## config.mk

```make
export PLATFORM = sky130hd
export DESIGN_NAME = map_table_flat
export DESIGN_NICKNAME = d
export VERILOG_FILES = /design/src/rtl/map_table_if.sv /design/src/rtl/map_table.sv /design/src/flat_wrapper.sv
export SDC_FILE = /design/constraint.sdc
export NUM_CORES = 2
export LEC_CHECK = 0
export CAP_MARGIN = 5
export CORE_AREA = 5 5 442 226
export DETAILED_ROUTE_END_ITERATION = 10
export DIE_AREA = 0 0 447 231
export HOLD_SLACK_MARGIN = 0.12
export PLACE_DENSITY = 0.56
export SYNTH_ARGS = -nofsm -noshare
export SYNTH_HDL_FRONTEND = slang
export SYNTH_SLANG_ARGS = --single-unit
```

## constraint.sdc

```tcl
create_clock -name clk -period 3.88 [get_ports clk]
set_input_delay 0.776 -clock clk [delete_from_list [all_inputs] [get_ports clk]]
set_output_delay 0.776 -clock clk [all_outputs]
set_load 0.02 [all_outputs]
```

## src/rtl/map_table_if.sv

```systemverilog
// Dispatch-side bundle for the rename map table:
// lookups, renames, CDB completions and retirements.
interface map_table_if #(
    parameter int ROB_SIZE = 32
);
    localparam int TW = $clog2(ROB_SIZE);

    logic                 flush;
    logic                 dispatch_en;
    logic [2:0]           slot_valid;
    logic [2:0][4:0]      rs1_idx;
    logic [2:0][4:0]      rs2_idx;
    logic [2:0][4:0]      rd_idx;
    logic [2:0]           rd_valid;
    logic [TW-1:0]        ROB_tail;
    logic                 complete_en;
    logic [2:0][TW-1:0]   CDB_tag;
    logic [2:0]           CDB_valid;
    logic [2:0]           retire_valid;
    logic [2:0][TW-1:0]   retire_tag;
    logic [2:0][4:0]      retire_rd;
    logic [2:0][TW-1:0]   MAP_TABLE_tag1;
    logic [2:0][TW-1:0]   MAP_TABLE_tag2;
    logic [2:0]           MAP_TABLE_hit1;
    logic [2:0]           MAP_TABLE_hit2;
    logic [2:0]           MAP_TABLE_ready1;
    logic [2:0]           MAP_TABLE_ready2;

    modport master (
        output flush, dispatch_en, slot_valid,
        output rs1_idx, rs2_idx, rd_idx, rd_valid,
        output ROB_tail, complete_en, CDB_tag,
        output CDB_valid, retire_valid,
        output retire_tag, retire_rd,
        input  MAP_TABLE_tag1, MAP_TABLE_tag2,
        input  MAP_TABLE_hit1, MAP_TABLE_hit2,
        input  MAP_TABLE_ready1, MAP_TABLE_ready2
    );

    modport slave (
        input  flush, dispatch_en, slot_valid,
        input  rs1_idx, rs2_idx, rd_idx, rd_valid,
        input  ROB_tail, complete_en, CDB_tag,
        input  CDB_valid, retire_valid,
        input  retire_tag, retire_rd,
        output MAP_TABLE_tag1, MAP_TABLE_tag2,
        output MAP_TABLE_hit1, MAP_TABLE_hit2,
        output MAP_TABLE_ready1, MAP_TABLE_ready2
    );
endinterface

```

## src/rtl/map_table.sv

```systemverilog
// Register rename map table for a 3-wide dispatch group,
// with intra-group bypass, CDB ready marking and retire clear.
module map_table #(
    parameter int ROB_SIZE = 32,
    parameter int NUM_REGS = 32
) (
    input  logic       clk,
    input  logic       reset,
    map_table_if.slave mt
);
    localparam int TW = $clog2(ROB_SIZE);

    typedef struct packed {
        logic          hit;
        logic          ready;
        logic [TW-1:0] tag;
    } ent_t;

    logic [NUM_REGS-1:0]         hit_q;
    logic [NUM_REGS-1:0]         hit_d;
    logic [NUM_REGS-1:0]         ready_q;
    logic [NUM_REGS-1:0]         ready_d;
    logic [NUM_REGS-1:0][TW-1:0] tag_q;
    logic [NUM_REGS-1:0][TW-1:0] tag_d;

    logic [2:0][TW-1:0] slot_tag;
    logic [2:0]         wr_en;
    logic [2:0][4:0]    rd_idx;
    logic [TW:0]        tag_sum;
    ent_t               e1;
    ent_t               e2;

    assign rd_idx = mt.rd_idx;

    // Slot i is allocated tail+i+1, wrapped for any ROB depth.
    always_comb begin
        slot_tag = '0;
        wr_en    = '0;
        tag_sum  = '0;
        for (int i = 0; i < 3; i++) begin
            tag_sum = {1'b0, mt.ROB_tail} + (TW+1)'(i + 1);
            if (tag_sum >= (TW+1)'(ROB_SIZE))
                tag_sum = tag_sum - (TW+1)'(ROB_SIZE);
            slot_tag[i] = tag_sum[TW-1:0];
            wr_en[i] = mt.dispatch_en & mt.slot_valid[i]
                     & mt.rd_valid[i] & (rd_idx[i] != 5'd0);
        end
    end

    function automatic ent_t lookup(
        input logic [4:0] src,
        input int         slot
    );
        ent_t e;
        e = '0;
        if (src != 5'd0 && int'(src) < NUM_REGS) begin
            e.hit   = hit_q[src];
            e.ready = ready_q[src];
            e.tag   = tag_q[src];
        end
        // Ascending scan so the nearest older slot wins.
        for (int j = 0; j < 3; j++) begin
            if (j < slot && wr_en[j] && rd_idx[j] == src) begin
                e.hit   = 1'b1;
                e.ready = 1'b0;
                e.tag   = slot_tag[j];
            end
        end
        return e;
    endfunction

    always_comb begin
        mt.MAP_TABLE_hit1   = '0;
        mt.MAP_TABLE_ready1 = '0;
        mt.MAP_TABLE_tag1   = '0;
        mt.MAP_TABLE_hit2   = '0;
        mt.MAP_TABLE_ready2 = '0;
        mt.MAP_TABLE_tag2   = '0;
        e1 = '0;
        e2 = '0;
        for (int i = 0; i < 3; i++) begin
            e1 = lookup(mt.rs1_idx[i], i);
            e2 = lookup(mt.rs2_idx[i], i);
            mt.MAP_TABLE_hit1[i]   = e1.hit;
            mt.MAP_TABLE_ready1[i] = e1.ready;
            mt.MAP_TABLE_tag1[i]   = e1.tag;
            mt.MAP_TABLE_hit2[i]   = e2.hit;
            mt.MAP_TABLE_ready2[i] = e2.ready;
            mt.MAP_TABLE_tag2[i]   = e2.tag;
        end
    end

    // Later assignments override: CDB < retire < rename < flush.
    always_comb begin
        hit_d   = hit_q;
        ready_d = ready_q;
        tag_d   = tag_q;
        for (int r = 1; r < NUM_REGS; r++) begin
            for (int l = 0; l < 3; l++) begin
                if (mt.complete_en && mt.CDB_valid[l] && hit_q[r]
                    && tag_q[r] == mt.CDB_tag[l])
                    ready_d[r] = 1'b1;
            end
            for (int l = 0; l < 3; l++) begin
                if (mt.retire_valid[l]
                    && int'(mt.retire_rd[l]) == r
                    && hit_q[r]
                    && tag_q[r] == mt.retire_tag[l]) begin
                    hit_d[r]   = 1'b0;
                    ready_d[r] = 1'b0;
                    tag_d[r]   = '0;
                end
            end
            for (int s = 0; s < 3; s++) begin
                if (wr_en[s] && int'(rd_idx[s]) == r) begin
                    hit_d[r]   = 1'b1;
                    ready_d[r] = 1'b0;
                    tag_d[r]   = slot_tag[s];
                end
            end
        end
        if (mt.flush) begin
            hit_d   = '0;
            ready_d = '0;
            tag_d   = '0;
        end
    end

    always_ff @(posedge clk) begin
        if (!reset) begin
            hit_q   <= '0;
            ready_q <= '0;
            tag_q   <= '0;
        end else begin
            hit_q   <= hit_d;
            ready_q <= ready_d;
            tag_q   <= tag_d;
        end
    end
endmodule

```

## src/flat_wrapper.sv

```systemverilog
// flat-port wrapper written by rule: the top's interface ports become plain ports
module map_table_flat 
#(
    parameter int ROB_SIZE = 32,
    parameter int NUM_REGS = 32
)
  (clk, reset, mt_flush, mt_dispatch_en, mt_slot_valid, mt_rs1_idx, mt_rs2_idx, mt_rd_idx, mt_rd_valid, mt_ROB_tail, mt_complete_en, mt_CDB_tag, mt_CDB_valid, mt_retire_valid, mt_retire_tag, mt_retire_rd, mt_MAP_TABLE_tag1, mt_MAP_TABLE_tag2, mt_MAP_TABLE_hit1, mt_MAP_TABLE_hit2, mt_MAP_TABLE_ready1, mt_MAP_TABLE_ready2);
  map_table_if #(.ROB_SIZE(ROB_SIZE)) mt_i ();
  input  logic clk;
  input  logic reset;
  input wire logic [$bits(mt_i.flush)-1:0] mt_flush;
  input wire logic [$bits(mt_i.dispatch_en)-1:0] mt_dispatch_en;
  input wire logic [$bits(mt_i.slot_valid)-1:0] mt_slot_valid;
  input wire logic [$bits(mt_i.rs1_idx)-1:0] mt_rs1_idx;
  input wire logic [$bits(mt_i.rs2_idx)-1:0] mt_rs2_idx;
  input wire logic [$bits(mt_i.rd_idx)-1:0] mt_rd_idx;
  input wire logic [$bits(mt_i.rd_valid)-1:0] mt_rd_valid;
  input wire logic [$bits(mt_i.ROB_tail)-1:0] mt_ROB_tail;
  input wire logic [$bits(mt_i.complete_en)-1:0] mt_complete_en;
  input wire logic [$bits(mt_i.CDB_tag)-1:0] mt_CDB_tag;
  input wire logic [$bits(mt_i.CDB_valid)-1:0] mt_CDB_valid;
  input wire logic [$bits(mt_i.retire_valid)-1:0] mt_retire_valid;
  input wire logic [$bits(mt_i.retire_tag)-1:0] mt_retire_tag;
  input wire logic [$bits(mt_i.retire_rd)-1:0] mt_retire_rd;
  output wire logic [$bits(mt_i.MAP_TABLE_tag1)-1:0] mt_MAP_TABLE_tag1;
  output wire logic [$bits(mt_i.MAP_TABLE_tag2)-1:0] mt_MAP_TABLE_tag2;
  output wire logic [$bits(mt_i.MAP_TABLE_hit1)-1:0] mt_MAP_TABLE_hit1;
  output wire logic [$bits(mt_i.MAP_TABLE_hit2)-1:0] mt_MAP_TABLE_hit2;
  output wire logic [$bits(mt_i.MAP_TABLE_ready1)-1:0] mt_MAP_TABLE_ready1;
  output wire logic [$bits(mt_i.MAP_TABLE_ready2)-1:0] mt_MAP_TABLE_ready2;
  assign mt_i.flush = mt_flush;
  assign mt_i.dispatch_en = mt_dispatch_en;
  assign mt_i.slot_valid = mt_slot_valid;
  assign mt_i.rs1_idx = mt_rs1_idx;
  assign mt_i.rs2_idx = mt_rs2_idx;
  assign mt_i.rd_idx = mt_rd_idx;
  assign mt_i.rd_valid = mt_rd_valid;
  assign mt_i.ROB_tail = mt_ROB_tail;
  assign mt_i.complete_en = mt_complete_en;
  assign mt_i.CDB_tag = mt_CDB_tag;
  assign mt_i.CDB_valid = mt_CDB_valid;
  assign mt_i.retire_valid = mt_retire_valid;
  assign mt_i.retire_tag = mt_retire_tag;
  assign mt_i.retire_rd = mt_retire_rd;
  assign mt_MAP_TABLE_tag1 = mt_i.MAP_TABLE_tag1;
  assign mt_MAP_TABLE_tag2 = mt_i.MAP_TABLE_tag2;
  assign mt_MAP_TABLE_hit1 = mt_i.MAP_TABLE_hit1;
  assign mt_MAP_TABLE_hit2 = mt_i.MAP_TABLE_hit2;
  assign mt_MAP_TABLE_ready1 = mt_i.MAP_TABLE_ready1;
  assign mt_MAP_TABLE_ready2 = mt_i.MAP_TABLE_ready2;
  map_table #(.ROB_SIZE(ROB_SIZE), .NUM_REGS(NUM_REGS)) u_core (.clk(clk), .reset(reset), .mt(mt_i));
endmodule
```

==> impl_metrics.env <==
export IMPL_run_status="complete, but fails checks"
export IMPL_violations_in_the_final_reports="setup timing"
export IMPL_cts_tree="done"
export IMPL_dp_hpwl_mm=174
export IMPL_first_pass_iters=8
export IMPL_transition_time_of_the_tightest_slew_check_pin_ns=1.15
export IMPL_cts_hold_repair_buffers=0
export IMPL_required_ns=3.10
export IMPL_most_frequent_cells_in_the_layout="702 x sky130_fd_sc_hd__buf_4, 614 x sky130_fd_sc_hd__xor2_1, 355 x sky130_fd_sc_hd__xnor2_1"
export IMPL_final_max_slew_violation_count=0
export IMPL_type_of_the_worst_setup_path="flop to primary output"
export IMPL_detail_route_wirelength_mm=227
export IMPL_wire_per_inst_um=39.8
export IMPL_finalClockSkew_ns=0.0213
export IMPL_dp_slack_ns=-0.454
export IMPL_p_total_mw=8.23
export IMPL_startpoint_type="flop"
export IMPL_synth_sequential_area_ratio_pct=12.4
export IMPL_peakVddDrop_mv=0.262
export IMPL_start_util_pct=36.6
export IMPL_max_cap_violations=0
export IMPL_first_iter_violations=8734
export IMPL_max_slew_margin_rel_pct=23.5
export IMPL_tritoncts_num_sinks=217
export IMPL_boundaryPins=154
export IMPL_largest_net_degree_at_the_start_of_global_routing=55
export IMPL_clk_latency_ns=0.60
export IMPL_viasPerCell=7.20
export IMPL_yosysTopAreaCell="sky130_fd_sc_hd__mux4_2"
export IMPL_period_needed_ns=3.91
export IMPL_layout_core_utilization_pct=44.9
export IMPL_ys_warn_count=0
export IMPL_cts_htree_levels=1
export IMPL_die_y_um=231
export IMPL_crit_arrival_ns=3.14
export IMPL_synth_seq_cells=217
export IMPL_synth_top_area_share_pct=20.2
export IMPL_synth_net_count=4108
export IMPL_clock_tree_buffer_depth=3
export IMPL_global_route_overflow_total=0
export IMPL_netlist_instances=3992
export IMPL_die_area_um2=103000
export IMPL_synthTopCellsByArea="sky130_fd_sc_hd__mux4_2 20%, sky130_fd_sc_hd__xor2_1 15%, sky130_fd_sc_hd__dfxtp_1 12%"
export IMPL_totalNegativeSetupSlack_ns=-0.0344
export IMPL_period_share_pct=101
export IMPL_fill_cells=9342
export IMPL_hold_path_class="flop to flop"
export IMPL_layout_commonest_cell="sky130_fd_sc_hd__buf_4"
export IMPL_die_width_um=447
export IMPL_timing_critical_path_fanout_max=7
export IMPL_rsz0062_at_grt="yes"
export IMPL_netlist_area_um2=35200
export IMPL_drc=0
export IMPL_grt_first_pass_wirelength_mm=306
export IMPL_placement_rows=81
export IMPL_synth_enable_flop_cells=0
export IMPL_post_synth_cell_area_avg_um2=8.81
export IMPL_finalWeightedCongestion=1.09
export IMPL_synth_async_sr_flop_share_pct=0
export IMPL_worstSetupEndpointType="primary output"
export IMPL_clock_tree_root_cell="sky130_fd_sc_hd__clkbuf_16"
export IMPL_route_antenna_remaining_nets=0
export IMPL_finalSetupViolCount=1
export IMPL_grt_pass1_vias=36800
export IMPL_area_growth_syn_to_layout_pct=22.9
export IMPL_p_per_area_nw_per_um2=190
export IMPL_dr_total_vias=41100
export IMPL_clock_fmax_mhz=255
export IMPL_aggregate_global_route_resource_usage_pct=41.9
export IMPL_cts_buffers=23
export IMPL_layout_drive_gt1_share_pct=30.6
export IMPL_grt_antenna_before_repair=16
export IMPL_cts_reportedPaths_clkPinSlew_ns=0.08
export IMPL_report_final_hold_viol_count=0
export IMPL_ys_dominant_reg_cell="sky130_fd_sc_hd__dfxtp_1"
export IMPL_setup_slack_ns=-0.0344
export IMPL_portBuffers=153
export IMPL_netlist_cell_type_count=94
export IMPL_core_area_um2=96200
export IMPL_p_leak_nw=17.2
export IMPL_finalNetCount=4501
-- logic make-up after synthesis --
logic type / share of synthesized area, %
simple gates: 16.8
xor+xnor: 24.3
compound gates: 14.8
buf+inv: 7.44
mux: 24.2
flops: 12.4
fa+ha+maj: 0.142
-- worst max-delay path: stages, from the launching register on --
cell	delay, ns
sky130_fd_sc_hd__dfxtp_1	0.74
sky130_fd_sc_hd__mux4_2	0.41
sky130_fd_sc_hd__mux2i_1	0.16
sky130_fd_sc_hd__a221oi_1	0.44
sky130_fd_sc_hd__buf_4	0.19
sky130_fd_sc_hd__nor2_1	0.04
sky130_fd_sc_hd__o31ai_2	0.25
sky130_fd_sc_hd__buf_4	0.15
sky130_fd_sc_hd__buf_2	0.16
-- power by group --
group	internal, mW	total [mW]	switching, mW
logic	1.17	3.18	2.01
clock network	1.46	2.76	1.31
registers	2.24	2.28	0.0467
-- through the flow --
| stage | instance area, um2 | instances | hold WS, ns |
|---|---|---|---|
| 2_1_floorplan | 35200 | 3992 | 0.596 |
| 3_3_place_gp | 42100 | 5643 | 0.459 |
| 3_5_place_dp | 42100 | 5643 | 0.460 |
| 4_1_cts | 43100 | 5685 | 0.478 |
| 5_1_grt | 43200 | 5688 | 0.513 |
| 6_report | 43200 | 5705 | 0.487 |
-- worst paths after layout --
kind	start	end	slack, ns	depth (start not counted)
max	u_core.tag_q[73]	mt_MAP_TABLE_tag1[13]	-0.03	8
min	u_core.tag_q[60]	u_core.tag_q[60]	0.49	1
max reg2reg	u_core.tag_q[66]	u_core.tag_q[67]	1.27	8
min reg2reg	u_core.tag_q[60]	u_core.tag_q[60]	0.49	1
-- area by class of cell --
cell class	instances	area, um2	share of cell area [%]
clock buffers	24	589	1.36
clock inverters	17	235	0.544
flip-flops and latches	217	4360	10.1
multi-input cells	3202	28400	65.8
diodes	18	45.0	0.104
inverters	23	86.3	0.200
well taps	1286	1610	3.72
repair buffers	918	7870	18.2
-- registers in the layout, indices dropped and copies added (netlist names) --
| name | count |
|---|---|
| u_core.hit_q | 31 |
| u_core.ready_q | 31 |
| u_core.tag_q | 155 |
-- routing by layer --
| layer | up-vias | wire length, um | track usage [%] |
|---|---|---|---|
| li1 | 15800 | - | - |
| met1 | 20000 | 85500 | 55.0 |
| met2 | 4336 | 80600 | 52.8 |
| met3 | 866 | 46300 | 27.1 |
| met4 | 24 | 14500 | 17.7 |
| met5 | - | 317 | 1.82 |
-- timing repair --
| action | 4_1_cts | 5_1_grt |
|---|---|---|
| endpoints found under the setup margin | 41 | 15 |
| gates cloned | 1 | 0 |
| setup buffers | 0 | 2 |
| pin swaps | 5 | 4 |
| gates resized for setup | 101 | 35 |
-- synth_stat cells, drive strengths merged, types with 43 or more instances --
| cell type | count |
|---|---|
| nand2 | 176 |
| nor2 | 124 |
| xnor2 | 358 |
| mux4 | 316 |
| buf | 314 |
| a22o | 43 |
| nand3 | 118 |
| nand4 | 148 |
| o221ai | 48 |
| nor3 | 109 |
| nor4 | 175 |
| mux2i | 62 |
| mux2 | 68 |
| a21oi | 106 |
| dfxtp | 217 |
| o22ai | 73 |
| xor2 | 619 |
| o21ai | 111 |
| o2bb2ai | 66 |
| clkbuf | 236 |
Power figures use the tool's default switching activity.
